$ cat config.mk
export PLATFORM = sky130hd
export DESIGN_NAME = uart_rx_flat
export DESIGN_NICKNAME = d
export VERILOG_FILES = /design/src/rtl/uart_rx_if.sv /design/src/rtl/uart_rx.sv /design/src/flat_wrapper.sv
export SDC_FILE = /design/constraint.sdc
export NUM_CORES = 1
export LEC_CHECK = 0
export ABC_AREA = 1
export CORE_MARGIN = 2
export CORE_UTILIZATION = 57
export CTS_CLUSTER_DIAMETER = 150
export CTS_CLUSTER_SIZE = 40
export DETAILED_ROUTE_END_ITERATION = 10
export PLACE_DENSITY = 0.9
export RECOVER_POWER = 25
export SYNTH_ARGS = -nofsm -noshare
export SYNTH_HDL_FRONTEND = slang
export SYNTH_SLANG_ARGS = --single-unit
$ cat constraint.sdc
create_clock -name i_clk -period 1.6 [get_ports i_clk]
set_input_delay 0.24 -clock i_clk [delete_from_list [all_inputs] [get_ports i_clk]]
set_output_delay 0.24 -clock i_clk [all_outputs]
set_load 0.005 [all_outputs]
$ cat src/rtl/uart_rx_if.sv
// Receive-side UART bus: serial line and consumer handshake in, byte and status out.
// The slave modport is the receiver; the master modport is the line driver and consumer.
`timescale 1ns/1ps

interface uart_rx_if #(
  parameter int DATA_BITS = 8
);
  logic                 i_rx;
  logic                 i_rx_ack;
  logic [DATA_BITS-1:0] o_rx_data;
  logic                 o_rx_valid;
  logic                 o_frame_err;
  logic                 o_overrun;

  modport slave (
    input  i_rx,
    input  i_rx_ack,
    output o_rx_data,
    output o_rx_valid,
    output o_frame_err,
    output o_overrun
  );

  modport master (
    output i_rx,
    output i_rx_ack,
    input  o_rx_data,
    input  o_rx_valid,
    input  o_frame_err,
    input  o_overrun
  );
endinterface

$ cat src/rtl/uart_rx.sv
// 8N1 UART receiver. Oversamples the synchronised line, takes a 3-sample majority vote
// mid-bit and delivers each byte through a valid/ack handshake with framing and overrun flags.
`timescale 1ns/1ps

module uart_rx #(
  parameter int DATA_BITS  = 8,
  parameter int OVERSAMPLE = 16,
  parameter int CLK_DIV    = 81
) (
  input  logic     i_clk,
  input  logic     i_rst_n,
  uart_rx_if.slave bus
);

  localparam int DIV_W = (CLK_DIV > 1) ? $clog2(CLK_DIV) : 1;
  localparam int CNT_W = $clog2(OVERSAMPLE);
  localparam int BIT_W = (DATA_BITS > 1) ? $clog2(DATA_BITS) : 1;

  localparam logic [DIV_W-1:0] DIV_LAST = DIV_W'(CLK_DIV - 1);
  localparam logic [CNT_W-1:0] CNT_LAST = CNT_W'(OVERSAMPLE - 1);
  localparam logic [CNT_W-1:0] CNT_S0   = CNT_W'(OVERSAMPLE / 2 - 1);
  localparam logic [CNT_W-1:0] CNT_S1   = CNT_W'(OVERSAMPLE / 2);
  localparam logic [CNT_W-1:0] CNT_S2   = CNT_W'(OVERSAMPLE / 2 + 1);
  localparam logic [BIT_W-1:0] BIT_LAST = BIT_W'(DATA_BITS - 1);

  if ((OVERSAMPLE % 2) != 0 || OVERSAMPLE < 8) begin : g_bad_oversample
    $error("uart_rx: OVERSAMPLE must be even and at least 8");
  end

  typedef enum logic [2:0] {
    S_IDLE,
    S_START,
    S_DATA,
    S_STOP,
    S_WAIT_HIGH
  } state_t;

  logic                 r_sync1;
  logic                 r_line;
  logic [DIV_W-1:0]     r_div;
  state_t               r_state;
  logic [CNT_W-1:0]     r_tick_cnt;
  logic [BIT_W-1:0]     r_bit_idx;
  logic [2:0]           r_samp;
  logic [DATA_BITS-1:0] r_shift;
  logic [DATA_BITS-1:0] r_rx_data;
  logic                 r_rx_valid;
  logic                 r_frame_err;
  logic                 r_overrun;

  logic                 w_tick;
  logic                 w_vote_bit;
  logic                 w_vote_stop;
  logic                 w_sampling;
  state_t               w_state_nxt;
  logic [CNT_W-1:0]     w_cnt_nxt;
  logic [BIT_W-1:0]     w_bit_nxt;
  logic                 w_shift_en;
  logic                 w_load;

  function automatic logic maj3(input logic a, input logic b, input logic c);
    return (a & b) | (a & c) | (b & c);
  endfunction

  // NOTE: the synchroniser resets to 1 (idle line) so release from reset never looks like a start bit.
  always_ff @(posedge i_clk or negedge i_rst_n) begin
    if (!i_rst_n) begin
      r_sync1 <= 1'b1;
      r_line  <= 1'b1;
    end else begin
      r_sync1 <= bus.i_rx;
      r_line  <= r_sync1;
    end
  end

  assign w_tick = (r_div == DIV_LAST);

  always_ff @(posedge i_clk or negedge i_rst_n) begin
    if (!i_rst_n) begin
      r_div <= '0;
    end else begin
      r_div <= w_tick ? '0 : r_div + 1'b1;
    end
  end

  // The stop-bit vote is taken on the third sample's own tick, so that sample comes straight from the line.
  assign w_vote_bit  = maj3(r_samp[0], r_samp[1], r_samp[2]);
  assign w_vote_stop = maj3(r_samp[0], r_samp[1], r_line);
  assign w_sampling  = (r_state == S_START) || (r_state == S_DATA) || (r_state == S_STOP);

  always_ff @(posedge i_clk or negedge i_rst_n) begin
    if (!i_rst_n) begin
      r_state    <= S_IDLE;
      r_tick_cnt <= '0;
      r_bit_idx  <= '0;
    end else begin
      r_state    <= w_state_nxt;
      r_tick_cnt <= w_cnt_nxt;
      r_bit_idx  <= w_bit_nxt;
    end
  end

  // NOTE: every output of this block gets a default first, so no path can infer a latch.
  always_comb begin
    w_state_nxt = r_state;
    w_cnt_nxt   = r_tick_cnt;
    w_bit_nxt   = r_bit_idx;
    w_shift_en  = 1'b0;
    w_load      = 1'b0;
    if (w_tick) begin
      case (r_state)
        S_IDLE: begin
          if (!r_line) begin
            w_state_nxt = S_START;
            w_cnt_nxt   = '0;
          end
        end
        S_START: begin
          if (r_tick_cnt == CNT_LAST) begin
            w_cnt_nxt = '0;
            if (w_vote_bit) begin
              w_state_nxt = S_IDLE;
            end else begin
              w_state_nxt = S_DATA;
              w_bit_nxt   = '0;
            end
          end else begin
            w_cnt_nxt = r_tick_cnt + 1'b1;
          end
        end
        S_DATA: begin
          if (r_tick_cnt == CNT_LAST) begin
            w_shift_en = 1'b1;
            w_cnt_nxt  = '0;
            if (r_bit_idx == BIT_LAST) begin
              w_state_nxt = S_STOP;
            end else begin
              w_bit_nxt = r_bit_idx + 1'b1;
            end
          end else begin
            w_cnt_nxt = r_tick_cnt + 1'b1;
          end
        end
        S_STOP: begin
          // Leave mid-stop-bit so a back-to-back start edge is caught on time.
          if (r_tick_cnt == CNT_S2) begin
            w_load      = 1'b1;
            w_cnt_nxt   = '0;
            w_state_nxt = w_vote_stop ? S_IDLE : S_WAIT_HIGH;
          end else begin
            w_cnt_nxt = r_tick_cnt + 1'b1;
          end
        end
        S_WAIT_HIGH: begin
          if (r_line) begin
            w_state_nxt = S_IDLE;
          end
        end
        default: begin
          w_state_nxt = S_IDLE;
        end
      endcase
    end
  end

  always_ff @(posedge i_clk or negedge i_rst_n) begin
    if (!i_rst_n) begin
      r_samp  <= 3'b111;
      r_shift <= '0;
    end else begin
      if (w_tick && w_sampling) begin
        if (r_tick_cnt == CNT_S0) r_samp[0] <= r_line;
        if (r_tick_cnt == CNT_S1) r_samp[1] <= r_line;
        if (r_tick_cnt == CNT_S2) r_samp[2] <= r_line;
      end
      if (w_shift_en) begin
        r_shift <= {w_vote_bit, r_shift[DATA_BITS-1:1]};
      end
    end
  end

  // A load wins over a same-cycle ack; an unacknowledged byte being replaced raises overrun.
  always_ff @(posedge i_clk or negedge i_rst_n) begin
    if (!i_rst_n) begin
      r_rx_data   <= '0;
      r_rx_valid  <= 1'b0;
      r_frame_err <= 1'b0;
      r_overrun   <= 1'b0;
    end else if (w_load) begin
      r_rx_data   <= r_shift;
      r_rx_valid  <= 1'b1;
      r_frame_err <= ~w_vote_stop;
      if (r_rx_valid && !bus.i_rx_ack) begin
        r_overrun <= 1'b1;
      end
    end else if (bus.i_rx_ack && r_rx_valid) begin
      r_rx_valid <= 1'b0;
      r_overrun  <= 1'b0;
    end
  end

  assign bus.o_rx_data   = r_rx_data;
  assign bus.o_rx_valid  = r_rx_valid;
  assign bus.o_frame_err = r_frame_err;
  assign bus.o_overrun   = r_overrun;

endmodule
$ cat src/flat_wrapper.sv
// flat-port wrapper written by rule: the top's interface ports become plain ports
module uart_rx_flat 
#(
  parameter int DATA_BITS  = 8,
  parameter int OVERSAMPLE = 16,
  parameter int CLK_DIV    = 81
)
  (i_clk, i_rst_n, bus_i_rx, bus_i_rx_ack, bus_o_rx_data, bus_o_rx_valid, bus_o_frame_err, bus_o_overrun);
  uart_rx_if #(.DATA_BITS(DATA_BITS)) bus_i ();
  input  logic i_clk;
  input  logic i_rst_n;
  input wire logic [$bits(bus_i.i_rx)-1:0] bus_i_rx;
  input wire logic [$bits(bus_i.i_rx_ack)-1:0] bus_i_rx_ack;
  output wire logic [$bits(bus_i.o_rx_data)-1:0] bus_o_rx_data;
  output wire logic [$bits(bus_i.o_rx_valid)-1:0] bus_o_rx_valid;
  output wire logic [$bits(bus_i.o_frame_err)-1:0] bus_o_frame_err;
  output wire logic [$bits(bus_i.o_overrun)-1:0] bus_o_overrun;
  assign bus_i.i_rx = bus_i_rx;
  assign bus_i.i_rx_ack = bus_i_rx_ack;
  assign bus_o_rx_data = bus_i.o_rx_data;
  assign bus_o_rx_valid = bus_i.o_rx_valid;
  assign bus_o_frame_err = bus_i.o_frame_err;
  assign bus_o_overrun = bus_i.o_overrun;
  uart_rx #(.DATA_BITS(DATA_BITS), .OVERSAMPLE(OVERSAMPLE), .CLK_DIV(CLK_DIV)) u_core (.i_clk(i_clk), .i_rst_n(i_rst_n), .bus(bus_i));
endmodule
==> metrics.cfg <==
[drt]
route.antenna.remaining_nets=0
detail_route.wirelength_um=3900
dr_wl_cell_um=12.4
drt-initial-drc-count=96
detailedRoute.firstPassIterationCount=5
detail_route.drc_violations=0
vias_per_cell=5.11
route.vias.total=1604

[setup_path]
timing.critical_path.arrival_ns=1.29
critical_path_peak_fanout=4
cp_slowest_cell=sky130_fd_sc_hd__clkdlybuf4s50_1
path_cells=clkdlybuf4s50_1
timing_worst_setup_path_type=reg -> out
crit_path_start_kind=flip-flop
slowest_delay_ns=0.52
worst_setup_path_end_kind=output port
wp_data_required_ns=1.36
buf_inv_stages_crit_path=1
critical-path-top-delay-family=buffers and inverters

[clock_tree]
clock-root-buffer=sky130_fd_sc_hd__clkbuf_4
tritoncts=yes
clock_sink_count=41
clk_pin_slew_ns=0.13
worst_skew_pair.late_latency_ns=0.36
clock_h_tree_levels=2
cts-root-to-sink-buffers=2
numCtsBuffers=5

[cells_and_area]
final_util_pct=72.1
final_layout_size_suffix_gt1_share_pct=17.9
syn_to_final_growth_pct=19.4
finish.net_count=278
multiInputGateArea_um2=863
insertedDiodeCount=0
seqCellArea_mm2=0.00103
fill_cells=251

[timing]
timing.final.max_slew_violations=0
fin_hold_viols=0
max-slew-margin-rel_pct=57.6
worst_slew_pin_slew_ns=0.636
period_share_pct=95.7
finClkSkew_ns=0.0105
timing.fmax_ghz=0.653
final_period_minus_worst_setup_slack_ns=1.53
setup_viol=0
holdWs_ns=0.364

[grt]
grt_usage_pct=21.0
grt_max_degree=26
grt_pass1_vias=1522
grt_antenna_before_repair=0
grt_first_pass_wirelength_um=6610
congestion_overflow_gr=0

[placement]
dp_hpwl_um=2780
finalWeightedCongestion=0.862
port_buffers=14

[die]
die_w_um=63.9
floorplan.rows=21
boundaryPins=15
die-area_mm2=0.00408
start_util_pct=60.4
fp.coreArea_mm2=0.00339
die_h_um=63.9

[logic_synthesis]
synth_warnings=0
yosys_register_bits=41
ys_seq_area_share_pct=50.5
number_of_synthesized_flops_with_an_enable_pin=0
netlist_area_mm2=0.00205
synth-main-ff-cell=sky130_fd_sc_hd__dfrtp_1
synth_cell_types=25
netlist.area_leader.share_pct=44.0
synthTopCellsByArea=sky130_fd_sc_hd__dfrtp_1, sky130_fd_sc_hd__nand2_1, sky130_fd_sc_hd__dfstp_2, sky130_fd_sc_hd__inv_1, sky130_fd_sc_hd__nand3_1
postSynthAreaPerCell_um2=8.60
syn_nets=249
async_flop_share_pct=100
syn_inst=238
yosysTopAreaCell=sky130_fd_sc_hd__dfrtp_1
synthMostInstantiatedCell=sky130_fd_sc_hd__nand2_1
synth_commonest_cells=sky130_fd_sc_hd__nand2_1, sky130_fd_sc_hd__dfrtp_1, sky130_fd_sc_hd__inv_1

[power_and_ir_drop]
totalPowerFinal_w=0.00193
power-per-cell-area_mw_per_mm2=790
power.leakage_nw=1.22
power.ir.vdd_worst_mv=0.658

[job]
max_cap_violations=0

[worst_hold_path]
worstHoldPathType=reg -> reg

[outcome]
status=complete, no violations

## metal layers
metal	up-vias	global-route usage (%)	routed length, um
met5	-	0	0
met4	0	8.15	55
met3	7	4.75	166
met2	47	34.1	1970
met1	745	27.3	1710
li1	805	-	-
## cell families after synthesis
family	count (synthesis)	share of synthesized area, %
compound gates	29	8.56
simple gates	119	27.6
buf+inv	39	7.83
fa+ha+maj	7	4.28
flops	41	50.5
xor+xnor	3	1.28
## state kept, by name, indices dropped and copies added (netlist names)
register                cells
u_core.bus.o_rx_data        8
u_core.r_shift              8
u_core.r_div                7
u_core.r_tick_cnt           4
u_core.r_bit_idx            3
u_core.r_samp               3
u_core.r_state              3
u_core.bus.o_frame_err      1
u_core.bus.o_overrun        1
u_core.bus.o_rx_valid       1
u_core.r_line               1
u_core.r_sync1              1
## through the flow
stage | setup TNS [ns] | instances | setup WS, ns | area [um^2]
2_1_floorplan | 0 | 238 | 0.240 | 2050
3_3_place_gp | 0 | 299 | 0.0943 | 2260
3_5_place_dp | -0.00202 | 299 | -0.00202 | 2260
4_1_cts | 0 | 308 | 0.0140 | 2380
5_1_grt | -0.0140 | 314 | -0.00713 | 2440
6_report | 0 | 314 | 0.0682 | 2440
## power breakdown
| part | internal (W) | switching, W | total [W] |
|---|---|---|---|
| sequential | 0.00104 | 0.00000255 | 0.00104 |
| clock | 0.000492 | 0.000358 | 0.000850 |
| combinational | 0.0000116 | 0.0000256 | 0.0000372 |
| total | 0.00154 | 0.000387 | 0.00193 |
## what timing repair did
action,in CTS,in global routing
buffers inserted,0,6
setup endpoints to repair,3,27
resized for setup,1,3
hold buffers,1,0
hold endpoints to repair,18,0
pin swaps,0,1
## cells in the final DEF (no fill, tap or decap)
cell type,n
sky130_fd_sc_hd__a21oi_1,6
sky130_fd_sc_hd__and3_1,1
sky130_fd_sc_hd__buf_12,2
sky130_fd_sc_hd__buf_4,9
sky130_fd_sc_hd__bufinv_16,2
sky130_fd_sc_hd__clkbuf_2,1
sky130_fd_sc_hd__clkbuf_4,5
sky130_fd_sc_hd__clkdlybuf4s50_1,12
sky130_fd_sc_hd__dfrtp_1,36
sky130_fd_sc_hd__dfstp_2,5
sky130_fd_sc_hd__dlygate4sd3_1,2
sky130_fd_sc_hd__ha_1,7
sky130_fd_sc_hd__inv_1,33
sky130_fd_sc_hd__inv_2,2
sky130_fd_sc_hd__inv_6,1
sky130_fd_sc_hd__nand2_1,62
sky130_fd_sc_hd__nand2_2,3
sky130_fd_sc_hd__nand3_1,22
sky130_fd_sc_hd__nand3_2,2
sky130_fd_sc_hd__nand3b_1,3
sky130_fd_sc_hd__nand4_4,1
sky130_fd_sc_hd__nor2_1,16
sky130_fd_sc_hd__nor2_2,3
sky130_fd_sc_hd__nor2_4,3
sky130_fd_sc_hd__nor2_8,1
sky130_fd_sc_hd__nor3_1,2
sky130_fd_sc_hd__o21ai_0,5
sky130_fd_sc_hd__o21ai_1,10
sky130_fd_sc_hd__o21ai_2,8
sky130_fd_sc_hd__xor2_1,3
## worst reg2reg max path, cell delays in order (launching register included)
cell and delay (ns):
sky130_fd_sc_hd__dfrtp_1 0.43, sky130_fd_sc_hd__inv_1 0.07, sky130_fd_sc_hd__ha_1 0.16, sky130_fd_sc_hd__nand2_2 0.10
sky130_fd_sc_hd__nor2_8 0.18, sky130_fd_sc_hd__buf_4 0.16, sky130_fd_sc_hd__nand2_1 0.11, sky130_fd_sc_hd__a21oi_1 0.15
sky130_fd_sc_hd__nor2_1 0.06
## cell type report
type	count	area share (%)
multi-input cells	158	35.3
flip-flops and latches	41	42.2
inverters	35	5.38
clock inverters	3	2.82
well taps	46	2.36
clock buffers	5	1.54
repair buffers	26	10.3
## final timing paths
check / cells after the start / startpoint / slack [ns] / end
max reg2reg: 8 / u_core.r_div[0]$_DFF_PN0_ / 0.08 / u_core.r_tick_cnt[2]$_DFFE_PN0P_
min reg2reg: 0 / u_core.r_sync1$_DFF_PN1_ / 0.36 / u_core.r_line$_DFF_PN1_
max: 1 / u_core.bus.o_rx_valid$_DFFE_PN0P_ / 0.07 / bus_o_rx_valid
min: 0 / u_core.r_sync1$_DFF_PN1_ / 0.36 / u_core.r_line$_DFF_PN1_
max in group asynchronous: 3 / i_rst_n / 0.60 / u_core.r_shift[7]$_DFFE_PN0P_
min in group asynchronous: 2 / i_rst_n / 0.42 / u_core.r_div[2]$_DFF_PN0_
Note: power is estimated with default switching activity, not from simulation.
